[config.mk]
export PLATFORM = sky130hd
export DESIGN_NAME = mux_nt1_stream
export DESIGN_NICKNAME = d
export VERILOG_FILES = /design/src/rtl/mux_nt1_stream_pkg.sv /design/src/rtl/mux_nt1_stream_rr_pick.sv /design/src/rtl/mux_nt1_stream.sv
export SDC_FILE = /design/constraint.sdc
export NUM_CORES = 1
export LEC_CHECK = 0
export ABC_AREA = 0
export CORE_AREA = 2 2 131 133
export DETAILED_ROUTE_END_ITERATION = 8
export DIE_AREA = 0 0 133 135
export GPL_TIMING_DRIVEN = 0
export PLACE_DENSITY_LB_ADDON = 0.05
export SYNTH_ARGS = -nofsm -noshare
export SYNTH_HDL_FRONTEND = slang
export SYNTH_SLANG_ARGS = --single-unit
[constraint.sdc]
create_clock -name clk -period 2.7 [get_ports clk]
set_input_delay 0.54 -clock clk [delete_from_list [all_inputs] [get_ports clk]]
set_output_delay 0.54 -clock clk [all_outputs]
set_load 0.01 [all_outputs]
[src/rtl/mux_nt1_stream_pkg.sv]
// Shared definitions for the N:1 registered stream multiplexer.
// Latency: n/a (constants and elaboration-time helpers only).
// Backpressure: n/a.
// Contents: select-mode encodings, channel-count limit, parameter sanity helper.
package mux_nt1_stream_pkg;

  // Select mode encodings driven on the 'mode' port.
  localparam logic MUX_MODE_FIXED = 1'b0;
  localparam logic MUX_MODE_RR    = 1'b1;

  // Largest supported channel count.
  localparam int MUX_MAX_N = 16;

  // SEL_W may be wider than clog2(N) so an out-of-range select can be
  // presented and rejected; it may never be narrower.
  function automatic bit params_ok(input int n, input int sel_w);
    return (n >= 2) && (n <= MUX_MAX_N) && (sel_w >= $clog2(n));
  endfunction

endpackage

[src/rtl/mux_nt1_stream_rr_pick.sv]
// Rotating priority encoder: first asserted req at or after 'start', wrapping.
// Latency: purely combinational.
// Backpressure: none; the caller gates the result.
// Ports: req[N] requests, start[SEL_W] scan origin (< N),
//        idx[SEL_W] winning channel, found = at least one request present.
module rr_pick_n #(
  parameter int N     = 4,
  parameter int SEL_W = 2
) (
  input  logic [N-1:0]     req,
  input  logic [SEL_W-1:0] start,
  output logic [SEL_W-1:0] idx,
  output logic             found
);

  logic [2*N-1:0] req2;
  logic [2*N-1:0] mask;
  logic [2*N-1:0] req_m;

  // Doubling the vector turns the wrap-around scan into a linear one:
  // positions below 'start' in the lower copy are masked off, and the upper
  // copy supplies the wrapped channels.
  always_comb begin
    req2  = {req, req};
    mask  = '0;
    for (int j = 0; j < 2*N; j++) begin
      mask[j] = (j >= int'(start));
    end
    req_m = req2 & mask;

    idx   = '0;
    found = 1'b0;
    // Scan downward so the lowest set position is the last one written.
    for (int j = 2*N-1; j >= 0; j--) begin
      if (req_m[j]) begin
        found = 1'b1;
        idx   = (j >= N) ? SEL_W'(j - N) : SEL_W'(j);
      end
    end
  end

endmodule

[src/rtl/mux_nt1_stream.sv]
// N:1 WIDTH-bit stream mux with one-entry output register; FIXED or round-robin select.
// Latency: 1 cycle from input transfer to out_valid; 1 word/cycle sustained.
// Backpressure: out_valid && !out_ready stalls the register and drops every in_ready.
// Ports: clk/rst_n clock and async active-low reset; mode (0 FIXED, 1 RR); sel FIXED channel;
//        in_data/in_valid/in_ready per-channel stream (channel i at [i*WIDTH +: WIDTH]);
//        out_data/out_valid/out_ready output stream; out_idx source channel of out_data.
module mux_nt1_stream
  import mux_nt1_stream_pkg::*;
#(
  parameter int WIDTH = 64,
  parameter int N     = 4,
  parameter int SEL_W = 2
) (
  input  logic               clk,
  input  logic               rst_n,
  input  logic               mode,
  input  logic [SEL_W-1:0]   sel,
  input  logic [N*WIDTH-1:0] in_data,
  input  logic [N-1:0]       in_valid,
  output logic [N-1:0]       in_ready,
  output logic [WIDTH-1:0]   out_data,
  output logic               out_valid,
  input  logic               out_ready,
  output logic [SEL_W-1:0]   out_idx
);

  if (!params_ok(N, SEL_W)) begin : g_param_err
    $error("mux_nt1_stream: N must be 2..16 and SEL_W >= clog2(N)");
  end

  logic               out_valid_q, out_valid_d;
  logic [WIDTH-1:0]   out_data_q,  out_data_d;
  logic [SEL_W-1:0]   out_idx_q,   out_idx_d;
  logic [SEL_W-1:0]   rr_ptr_q,    rr_ptr_d;

  logic [SEL_W-1:0]   rr_idx;
  logic               rr_found;
  logic               fixed_vld;
  logic [SEL_W-1:0]   pick;
  logic               pick_ok;
  logic [WIDTH-1:0]   pick_data;
  logic               can_load;
  logic               load;

  rr_pick_n #(.N(N), .SEL_W(SEL_W)) u_rr_pick (
    .req   (in_valid),
    .start (rr_ptr_q),
    .idx   (rr_idx),
    .found (rr_found)
  );

  always_comb begin
    // A select value >= N matches no channel, so fixed_vld stays low.
    fixed_vld = 1'b0;
    for (int i = 0; i < N; i++) begin
      if (sel == SEL_W'(i)) fixed_vld = in_valid[i];
    end

    if (mode == MUX_MODE_RR) begin
      pick    = rr_idx;
      pick_ok = rr_found;
    end else begin
      pick    = sel;
      pick_ok = fixed_vld;
    end

    pick_data = in_data[0 +: WIDTH];
    for (int i = 0; i < N; i++) begin
      if (pick == SEL_W'(i)) pick_data = in_data[i*WIDTH +: WIDTH];
    end

    // The register can take a word whenever it is empty or being drained now.
    can_load = !out_valid_q || out_ready;
    load     = can_load && pick_ok;

    for (int i = 0; i < N; i++) begin
      in_ready[i] = rst_n && load && (pick == SEL_W'(i));
    end

    out_valid_d = out_valid_q;
    out_data_d  = out_data_q;
    out_idx_d   = out_idx_q;
    rr_ptr_d    = rr_ptr_q;
    if (load) begin
      out_valid_d = 1'b1;
      out_data_d  = pick_data;
      out_idx_d   = pick;
      // Only RR grants move the pointer, so it survives FIXED periods.
      if (mode == MUX_MODE_RR) begin
        rr_ptr_d = (pick == SEL_W'(N-1)) ? '0 : pick + SEL_W'(1);
      end
    end else if (out_ready) begin
      out_valid_d = 1'b0;
    end
  end

  always_ff @(posedge clk or negedge rst_n) begin
    if (!rst_n) begin
      out_valid_q <= 1'b0;
      out_data_q  <= '0;
      out_idx_q   <= '0;
      rr_ptr_q    <= '0;
    end else begin
      out_valid_q <= out_valid_d;
      out_data_q  <= out_data_d;
      out_idx_q   <= out_idx_d;
      rr_ptr_q    <= rr_ptr_d;
    end
  end

  assign out_valid = out_valid_q;
  assign out_data  = out_data_q;
  assign out_idx   = out_idx_q;

endmodule

# Word-level counts from Yosys, hierarchy flattened
# Cells that the tools add are included.
# totals
ff_bits	69
latch_bits	0
ram_bits	0
mem_bits_ro	0
out_inout_bits	71
n_memories	0
# op_classes
addsub	1
mul	0
div	0
order_cmp	3
eq_ne	6
n_shift	0
n_mux	28
bitwise_logic	1
reduce_logical	12
# op_table
op	n
$mux W64	3
$mux W2	10
$mux W1	15
$and A8 B8 Y8	1
$eq A2 B2 Y1 const B	4
$logic_and A1 B1 Y1	6
$eq A2 B1 Y1 const B	2
$ge A1 B2 Y1 const A	2
$logic_not A2 Y1	2
$add A2 B1 Y2 const B	1
$ge A2 B2 Y1 const A	1
$reduce_and A2 Y1	1
$reduce_bool A2 Y1	1
$logic_not A1 Y1	1
$logic_or A1 B1 Y1	1

# Logic depth before layout (Yosys ltp)
# Gate-level depths: netlist (run 1).
# depth
depth_word	15
depth_mapped	12

# Hierarchy
# Synthesis (run 1) repeated with hierarchy kept, for this count alone.
# unflattened
cells_unflattened	460
area_unflattened_um2	5118.7
# modules_own_cells
mod	n_inst	cells_per_inst	area_per_inst_um2	seq_area_each_um2
mux_nt1_stream	1	448	5047.3	1726.7
rr_pick_n	1	12	71.3	0.0

# Worst setup path after synthesis (run 1)
# No wires, ideal clock.
# synth_path
kind	input to register
from	input port in_valid[3]
to	register out_data_q[10], in the netlist out_data[10]
t_arrival_ns	2.607
required_ns	2.575
setup_slack_ns	-0.032
path_stages	10
n_path_buf	2
cell_sequence	nand2_1 > o211a_1 > o32ai_1 > ha_1 > buf_2 > buf_2 > mux2i_1 > o21ai_0 > mux2_2 > mux2_4
# synth_via
elab_chain_cells	14
# synth_rtl
item	line	source
from (decl)	mux_nt1_stream.sv:19	input logic [N-1:0] in_valid,
$and A8 B8 Y8 *	mux_nt1_stream_rr_pick.sv:29	req_m = req2 & mask;
$mux W2 (4 in series)	mux_nt1_stream_rr_pick.sv:35	if (req_m[j]) begin
$mux W2 * (4 in series)	mux_nt1_stream_rr_pick.sv:35	
$mux W2 *	mux_nt1_stream.sv:59	if (mode == MUX_MODE_RR) begin
net pick[0]	mux_nt1_stream.sv:39	logic [SEL_W-1:0] pick;
$eq A2 B1 Y1	mux_nt1_stream.sv:69	if (pick == SEL_W'(i)) pick_data = in_data[i*WIDTH +: WIDTH];
$mux W64 (2 in series)	mux_nt1_stream.sv:69	
$mux W64 *	mux_nt1_stream.sv:69	
to (signal assigned)	mux_nt1_stream.sv:105	out_data_q <= out_data_d;
to (decl)	mux_nt1_stream.sv:32	logic [WIDTH-1:0] out_data_q, out_data_d;
# The timed path passes the listed nets; every way through them passes the cells marked *.
# A chain may end at the register's enable or synchronous reset.

# Worst setup path after layout (run 1)
# layout_path
from	register rr_ptr_q[0]
to	output port in_ready[3]
# layout_lines
item	line	source
from (decl)	mux_nt1_stream.sv:34	logic [SEL_W-1:0] rr_ptr_q, rr_ptr_d;
from (signal assigned)	mux_nt1_stream.sv:107	rr_ptr_q <= rr_ptr_d;
$ge A2 B2 Y1	mux_nt1_stream_rr_pick.sv:27	mask[j] = (j >= int'(start));
$and A8 B8 Y8 *	mux_nt1_stream_rr_pick.sv:29	
$mux W2 (2 in series)	mux_nt1_stream_rr_pick.sv:35	
$mux W2 *	mux_nt1_stream_rr_pick.sv:35	
$mux W2 *	mux_nt1_stream.sv:59	
net pick[0]	mux_nt1_stream.sv:39	
$eq A2 B2 Y1 *	mux_nt1_stream.sv:77	in_ready[i] = rst_n && load && (pick == SEL_W'(i));
$logic_and A1 B1 Y1 *	mux_nt1_stream.sv:77	
to (decl)	mux_nt1_stream.sv:20	output logic [N-1:0] in_ready,
# Marked as above.

==> results.txt, run 1 <==
The number of I/O port buffers came out at 336. For this run, the leading register cell type out of synthesis is sky130_fd_sc_hd__dfrtp_1. The number of nets handed over by synthesis was 734. The number of primary I/O pins came out at 337. The final critical-path required period came out at 2800 ps. The final critical-path share of the clock period came out at 1.04. The clock-pin transition on the worst setup and hold timing paths came out at 60 ps. Using the TritonRoute via totals, the vias-per-cell ratio works out to 4.66. The leading cell type by number of instances after synthesis is sky130_fd_sc_hd__dfrtp_1.

At the worst endpoint, the arrival time is 2260 ps. The largest clock skew in the final design is 7.00 ps. The fmax came out at 357 MHz. The post-placement setup slack is -1480 ps. In this run the register-to-register setup slack is -80 ps. The fraction of power spent switching nets is 0.314. The cell area after placement is 0.00887 mm2. The signal on the critical path passes through inv_1 > o211a_4 > o32ai_4 > buf_4 > ha_4 > buf_12 > clkbuf_16 > and3_1 > buf_2. The checks that failed: setup timing. The area of the die is 0.0180 mm2.

By count the netlist is led by 69 x sky130_fd_sc_hd__dfrtp_1, 66 x sky130_fd_sc_hd__mux2_4, 66 x sky130_fd_sc_hd__mux2i_1, 66 x sky130_fd_sc_hd__nand2_1. The sequential fraction of the synthesis area is 0.332. The number of cell instances on the worst register-to-register path came out at 12. The number of buffer and inverter stages on the critical path is 5. The floorplan die width came out at 133 um. The cell leakage power came out at 0.00408 uW. The mean area per synthesized cell is 11.2 um2. The area growth from synthesis to layout is 89.0%. Setup slack on the critical path of the routed design comes to -99.2 ps. The met1 global-route usage came out at 0.235. In this run the most used layer during global routing was met2. The root buffer cell is sky130_fd_sc_hd__clkbuf_16. 0 antenna diodes ended up in the layout.

The max-slew violation total from the final report is 0. The cell family contributing the most delay on the critical path is buffers and inverters. Setup repair after global routing could not meet its margin everywhere. The site row count is 47. In the final design database the tool counted 1109 nets. The per-cell routed wire length came out at 18.0 um. The residual overflow from global routing is 0.

The largest individual stage delay along the critical path comes from the cell sky130_fd_sc_hd__dfrtp_1. The first-pass GRT wire length is 29400 um. The number of DRC violations after detailed routing came out at 0.

The number of failing setup endpoints in the final timing report is 21. The share of total power in combinational logic came out at 0.580. The biggest fanout along the worst timing path is 4. The area of all placed cells without fillers came out at 0.00983 mm2. Of all flip-flops after synthesis, the portion carrying an async set or reset was 1.00.

The area of the core region came out at 0.0164 mm2. The startpoint identified for the worst register-to-register timing path is rr_ptr_q[0]. The global routing usage on met3 came out at 0.0578.

The wire-length estimate of the detail-placed layout is 15000 um. The ratio of cells with drive above 1 in the final layout is 0.286. The synthesized design contains 0 enable-type register cells. The latest clock arrival within the worst-skew pair is 330 ps.

STA classifies the critical path endpoint as an output port. The flow ran to the end, but the final reports show violations. Of the total power, the clock network draws 0.165.

The register bit count reported by yosys is 69. The H-tree depth came out at 3. The detailed-route via count is 4962. The post-synthesis cell count is 464. The wire length reported by the detailed router came out at 19200 um. STA classifies the critical path startpoint as a register. The met2 demand-to-capacity share in global routing came out at 0.388. In this run, the number of DRC markers left after iteration 0 of detailed routing was 145. The number of global-route vias before repair came to 5317.

The worst voltage drop across the vdd grid is 352 uV. The number of warning messages in the yosys log came out at 0. At the pin with the least slew margin, the transition time is 425 ps. The TritonCTS sink count came out at 69. After filler insertion, the fill cell instance count of the layout stands at 1281. The floorplan die height is 135 um.

The power dissipated by switching net loads is 2110 uW. Entering global routing, the biggest net connects 46 pins. The synthesized cell area is 0.00520 mm2. The final weighted congestion in routability-driven placement is 0.879.

The path class of the lowest-slack min-delay path is in -> async. The sum of negative setup slack came out at -941 ps. In this design, the stage delay of the slowest critical-path cell is 370 ps. The worst hold slack came out at 142 ps.

The power density over cell area is 684 mW/mm2. The endpoint identified for the worst register-to-register timing path is out_data[24]. The part of the total power dissipated in sequential elements came out at 0.255.

The first detailed-routing pass took 5 iterations. In the post-synthesis netlist, the biggest area contributors are sky130_fd_sc_hd__dfrtp_1 33%, sky130_fd_sc_hd__mux2_4 19%, sky130_fd_sc_hd__mux2_2 14%, sky130_fd_sc_hd__mux2i_1 13%, sky130_fd_sc_hd__o21ai_0 6.3%. The remaining max-slew budget at the tightest pin is 0.716. Internal power comes to 4610 uW. The cell taking the most area after synthesis is sky130_fd_sc_hd__dfrtp_1. Counting distinct cell types in the post-synthesis netlist gives 29. The critical path in this run is classified as reg -> out. The maximum buffer depth of the clock tree came out at 2. The number of nets with antenna violations after routing is 0. TritonCTS built the clock tree. The total routing usage reported by global routing came out at 0.212. The number of failing hold endpoints at the final stage came to 0. The portion of synthesized cell area occupied by the leading cell type came out at 0.332. The number of clock buffers added by TritonCTS is 9. The effective utilization at floorplan is 0.317. The initial antenna violation count came out at 0. The required time at the worst-slack endpoint came out at 2160 ps. Across the run, the number of max-cap violations was 0.
[power groups by stage]
stage / Sequential, uW / Clock, uW / Combinational, uW
floorplan: 1900 / 0 / 1580
global placement: 1710 / 0 / 3440
detailed placement: 1720 / 0 / 3460
CTS: 1720 / 1150 / 3810
global route: 1770 / 1210 / 4140
finish: 1720 / 1110 / 3900
[layer usage]
| metal | vias to the layer above | wire length (um) |
|---|---|---|
| met5 | - | 0 |
| met4 | 0 | 474 |
| met3 | 31 | 1320 |
| met2 | 201 | 9930 |
| met1 | 2313 | 7460 |
| li1 | 2417 | - |
[sequential cells by signal, summed over array words and instances, names as in the netlist]
signal     cells
out_data      64
out_idx        2
rr_ptr_q       2
out_valid      1
[worst max-delay path by stage]
stage                startpoint      endpoint  slack, ps  depth (start not counted)
floorplan           in_valid[1]  out_data[10]         40                         11
global route        rr_ptr_q[0]  out_data[61]       -210                         12
finish              rr_ptr_q[0]   in_ready[3]       -100                          9
global placement          rst_n   in_ready[0]      -2400                          3
CTS                 rr_ptr_q[1]  out_data[57]       -110                         10
detailed placement  in_valid[3]   in_ready[3]      -1480                          9
[final cells by class]
| class | instances | area (um2) | area share |
|---|---|---|---|
| multi-input combinational | 354 | 3350 | 0.341 |
| timing repair buffer | 368 | 3780 | 0.385 |
| buffer | 31 | 393 | 0.0400 |
| clock inverter | 5 | 25.0 | 0.00255 |
| clock buffer | 11 | 253 | 0.0257 |
| inverter | 6 | 22.5 | 0.00229 |
| sequential | 69 | 1730 | 0.176 |
| tap | 220 | 275 | 0.0280 |
[cells by family after synthesis]
kind of cell,count (synthesis),synth area share
compound gates,75,0.0833
mux,197,0.458
buf+inv,41,0.0525
simple gates,78,0.0642
flops,69,0.332
fa+ha+maj,4,0.00963
[metrics by stage]
| step | instances | util | power (uW) |
|---|---|---|---|
| floorplan | 464 | - | 3480 |
| global placement | 1020 | 0.539 | 5150 |
| detailed placement | 1021 | 0.541 | 5190 |
| CTS | 1058 | 0.588 | 6680 |
| global route | 1064 | 0.599 | 7120 |
| finish | 1064 | 0.599 | 6720 |
[placed cells by master (no fill, tap or decap), types with 2 or more instances in the layout]
master	count
sky130_fd_sc_hd__a21oi_1	2
sky130_fd_sc_hd__and3_1	2
sky130_fd_sc_hd__and3_4	2
sky130_fd_sc_hd__buf_12	18
sky130_fd_sc_hd__buf_16	4
sky130_fd_sc_hd__buf_2	5
sky130_fd_sc_hd__buf_4	21
sky130_fd_sc_hd__buf_6	8
sky130_fd_sc_hd__buf_8	2
sky130_fd_sc_hd__clkbuf_16	11
sky130_fd_sc_hd__clkbuf_2	6
sky130_fd_sc_hd__clkbuf_4	2
sky130_fd_sc_hd__clkbuf_8	2
sky130_fd_sc_hd__clkdlybuf4s15_2	4
sky130_fd_sc_hd__clkdlybuf4s50_1	324
sky130_fd_sc_hd__clkinv_2	5
sky130_fd_sc_hd__dfrtp_1	68
sky130_fd_sc_hd__dlygate4sd2_1	2
sky130_fd_sc_hd__ha_2	2
sky130_fd_sc_hd__ha_4	2
sky130_fd_sc_hd__inv_1	5
sky130_fd_sc_hd__mux2_2	58
sky130_fd_sc_hd__mux2_4	73
sky130_fd_sc_hd__mux2i_1	61
sky130_fd_sc_hd__mux2i_2	3
sky130_fd_sc_hd__mux2i_4	2
sky130_fd_sc_hd__nand2_1	66
sky130_fd_sc_hd__nor2_1	2
sky130_fd_sc_hd__o21ai_0	20
sky130_fd_sc_hd__o21ai_1	45
[timing repair]
item | 4_1_cts | 5_1_grt
setup endpoints to repair | 68 | 67
cloned | 4 | 1
buffers inserted | 19 | 8
pin swaps | 10 | 8
resized for setup | 108 | 87
hold buffers | 0 | 0
hold endpoints to repair | 0 | 0
Power figures use the tool's default switching activity.
==> inputs of run 2 (changes only) <==
--- a/config.mk
+++ b/config.mk
@@ -7,6 +7,7 @@
 export LEC_CHECK = 0
 export ABC_AREA = 0
 export CORE_AREA = 2 2 131 133
+export CTS_BUF_LIST = sky130_fd_sc_hd__clkbuf_16
 export DETAILED_ROUTE_END_ITERATION = 8
 export DIE_AREA = 0 0 133 135
 export GPL_TIMING_DRIVEN = 0
==> run 2 against run 1 <==
  * The flow still finishes with violations (setup timing)
  * Non-clock buffer count unchanged
  * Total power fell by 0.85%
  * Sequential power barely moved
  * Clock-buffer cell count down 2
  * Core utilization decreased by 0.11 points
  * Flip-flop and latch count is the same
  * Clock power shrank 5%
  * Clock skew hardly changed
  * Hold slack lost 1.8 ps
  * First-iteration DRC count down 5.5%
  * Wire length about the same
  * Critical endpoint unchanged
==> results.txt, run 2 (synthesis results as in run 1) <==
The run finished, with violations left. The final reports fail on setup timing. The part of the total power dissipated in sequential elements came out at 0.258. The remaining max-slew budget at the tightest pin came out at 0.716.

The power dissipated by switching net loads is 2110 uW. The number of I/O port buffers is 336. The cell leakage power is 0.00407 uW. The residual overflow from global routing came out at 0. The site row count is 47. The number of DRC violations after detailed routing is 0. At the end of routability-driven placement, the weighted congestion stood at 0.879.

Compared with the post-synthesis result, the final layout area differs by 88.7%. The area of the die came out at 0.0180 mm2. The routed length on met3 came out at 1330 um. The area taken by flip-flops and latches is 0.00173 mm2. The area of all placed cells without fillers is 0.00981 mm2. For this design the ratio of total power to cell area is 679 mW/mm2. The met2 routed wirelength is 9920 um. The number of failing hold endpoints at the final stage is 0. The number of primary I/O pins is 337. For this block, the routed nets add up to 19200 um of wire.

The worst hold slack is 141 ps. After detailed routing, the average wire length per cell comes to 18.0 um. The detailed-route via count is 4953.

The wire-length estimate of the detail-placed layout is 15000 um. The post-route worst setup slack came out at -94.5 ps. The effective utilization at floorplan is 0.317.

Across the routed clock network, the largest skew measured is 6.81 ps. The path class of the tightest hold or removal check is in -> async. The detail route stage leaves a number of antenna-violating nets equal to 0. The per-cell via count in the routed design is 4.66. The initial antenna violation count came out at 0.

The area of the core region is 0.0164 mm2. The hold buffer count at CTS is 0. The violation count after the first detailed-route iteration came out at 137. The latest clock arrival within the worst-skew pair is 340 ps. The cell area after placement came out at 0.00887 mm2.

The fraction of power spent switching nets is 0.316. The first TritonRoute pass finished after 5 iterations. The number of global-route vias before repair was 5320. After detailed routing, the wire length on met1 is 7430 um. The classification of the worst setup path is reg -> out. The number of failing setup endpoints in the final timing report is 20. The tree built by TritonCTS fans out to 69 sinks.

The final cell count without fillers is 1064. The max-slew violation total from the final report came out at 0. The actual slew at the worst max-slew pin is 426 ps.

The floorplan die height came out at 135 um. The number of CTS-inserted buffers is 9. Counting tap cells, the placed design contains a total of 1021 instances. The tool flagged a number of max-cap violations equal to 0. The clock-pin transition on the worst setup and hold timing paths came out at 60 ps.

The final critical-path required period is 2790 ps. The most common library cell in the layout ignoring fill and taps is sky130_fd_sc_hd__clkdlybuf4s50_1. The net count of the finished layout is 1109. The ratio of cells with drive above 1 in the final layout is 0.283. The root buffer cell is sky130_fd_sc_hd__clkbuf_16.

The maximum buffer depth of the clock tree is 2. The first-pass GRT wire length came out at 29400 um. The signal arrival time at the worst endpoint is 2250 ps. STA puts the critical path data required time at 2160 ps.

STA classifies the critical path endpoint as an output port. Summed over all failing endpoints, the final setup total negative slack is -863 ps. In the layout the commonest cells are 324 x sky130_fd_sc_hd__clkdlybuf4s50_1, 73 x sky130_fd_sc_hd__mux2_4, 68 x sky130_fd_sc_hd__dfrtp_1, 66 x sky130_fd_sc_hd__nand2_1, 61 x sky130_fd_sc_hd__mux2i_1. The clock power share is 0.157. The worst voltage drop across the vdd grid came out at 355 uV. 0 antenna diodes ended up in the layout.

The type of element launching the critical path is a register. Along the worst path, the maximum fanout reaches 4. The post-placement setup slack is -1480 ps. The total routing usage reported by global routing came out at 0.212. The share of total power dissipated in combinational logic is 0.585. The final critical-path share of the clock period is 1.04.

The internal power of the cells totals 4560 uW. Summing all multi-input logic gate instances after layout gives 0.00335 mm2. The floorplan die width is 133 um. The number of fill cells is 1282. For this run, the top clock speed supported by timing is 358 MHz.

The register with the most flip-flops in the layout has 64 of them. Entering global routing, the biggest net connects 46 pins. TritonCTS built the clock tree.

Setup repair after global routing could not meet its margin everywhere. In this run the number of H-tree levels came out at 3. The detailed router used layers up to and including met4.
run 2: routing by layer:
metal  vias up  global-route usage
met5         -                   0
met4         0              0.0753
met3        32              0.0578
met2       198               0.389
met1      2305               0.235
li1       2418                   -
run 2: power groups by stage:
stage | Clock, uW | Sequential, uW | Combinational [uW]
5_1_grt | 1140 | 1770 | 4140
3_5_place_dp | 0 | 1720 | 3460
3_3_place_gp | 0 | 1710 | 3440
2_1_floorplan | 0 | 1900 | 1580
4_1_cts | 1090 | 1720 | 3810
6_report | 1050 | 1720 | 3900
run 2: through the flow:
| step | utilization | total power [uW] |
|---|---|---|
| 4_1_cts | 0.587 | 6620 |
| 3_3_place_gp | 0.539 | 5150 |
| 5_1_grt | 0.598 | 7060 |
| 3_5_place_dp | 0.541 | 5190 |
| 2_1_floorplan | - | 3480 |
| 6_report | 0.598 | 6660 |
run 2: final cells by class:
cell class,instances,area share
multi-input cells,354,0.341
flip-flops and latches,69,0.176
inverters,6,0.00230
repair buffers,368,0.386
well taps,220,0.0281
clock inverters,7,0.00332
clock buffers,9,0.0230
plain buffers,31,0.0400
run 2: final timing paths:
kind / from / end / slack (ps) / cells past startpoint
min: rst_n / out_data[31] / 140 / 1
max in group asynchronous: rst_n / rr_ptr_q[1] / 1980 / 2
max reg2reg: rr_ptr_q[0] / out_data[60] / -80 / 12
max: rr_ptr_q[0] / in_ready[3] / -90 / 9
min in group clk: out_data[42] / out_data[42] / 510 / 1
min reg2reg: out_data[42] / out_data[42] / 510 / 1
run 2: critical path, stage by stage (launching register included):
cell                        delay, ps
sky130_fd_sc_hd__dfrtp_1          370
sky130_fd_sc_hd__inv_1             90
sky130_fd_sc_hd__o211a_4          270
sky130_fd_sc_hd__o32ai_4          360
sky130_fd_sc_hd__buf_4            190
sky130_fd_sc_hd__ha_4             150
sky130_fd_sc_hd__buf_12           110
sky130_fd_sc_hd__clkbuf_16        120
sky130_fd_sc_hd__and3_1           130
sky130_fd_sc_hd__buf_2            130
run 2: timing repair:
item / in CTS / in global routing
pin swaps: 10 / 8
gates cloned: 4 / 1
endpoints found under the setup margin: 68 / 67
setup buffers: 19 / 8
resized for setup: 108 / 87
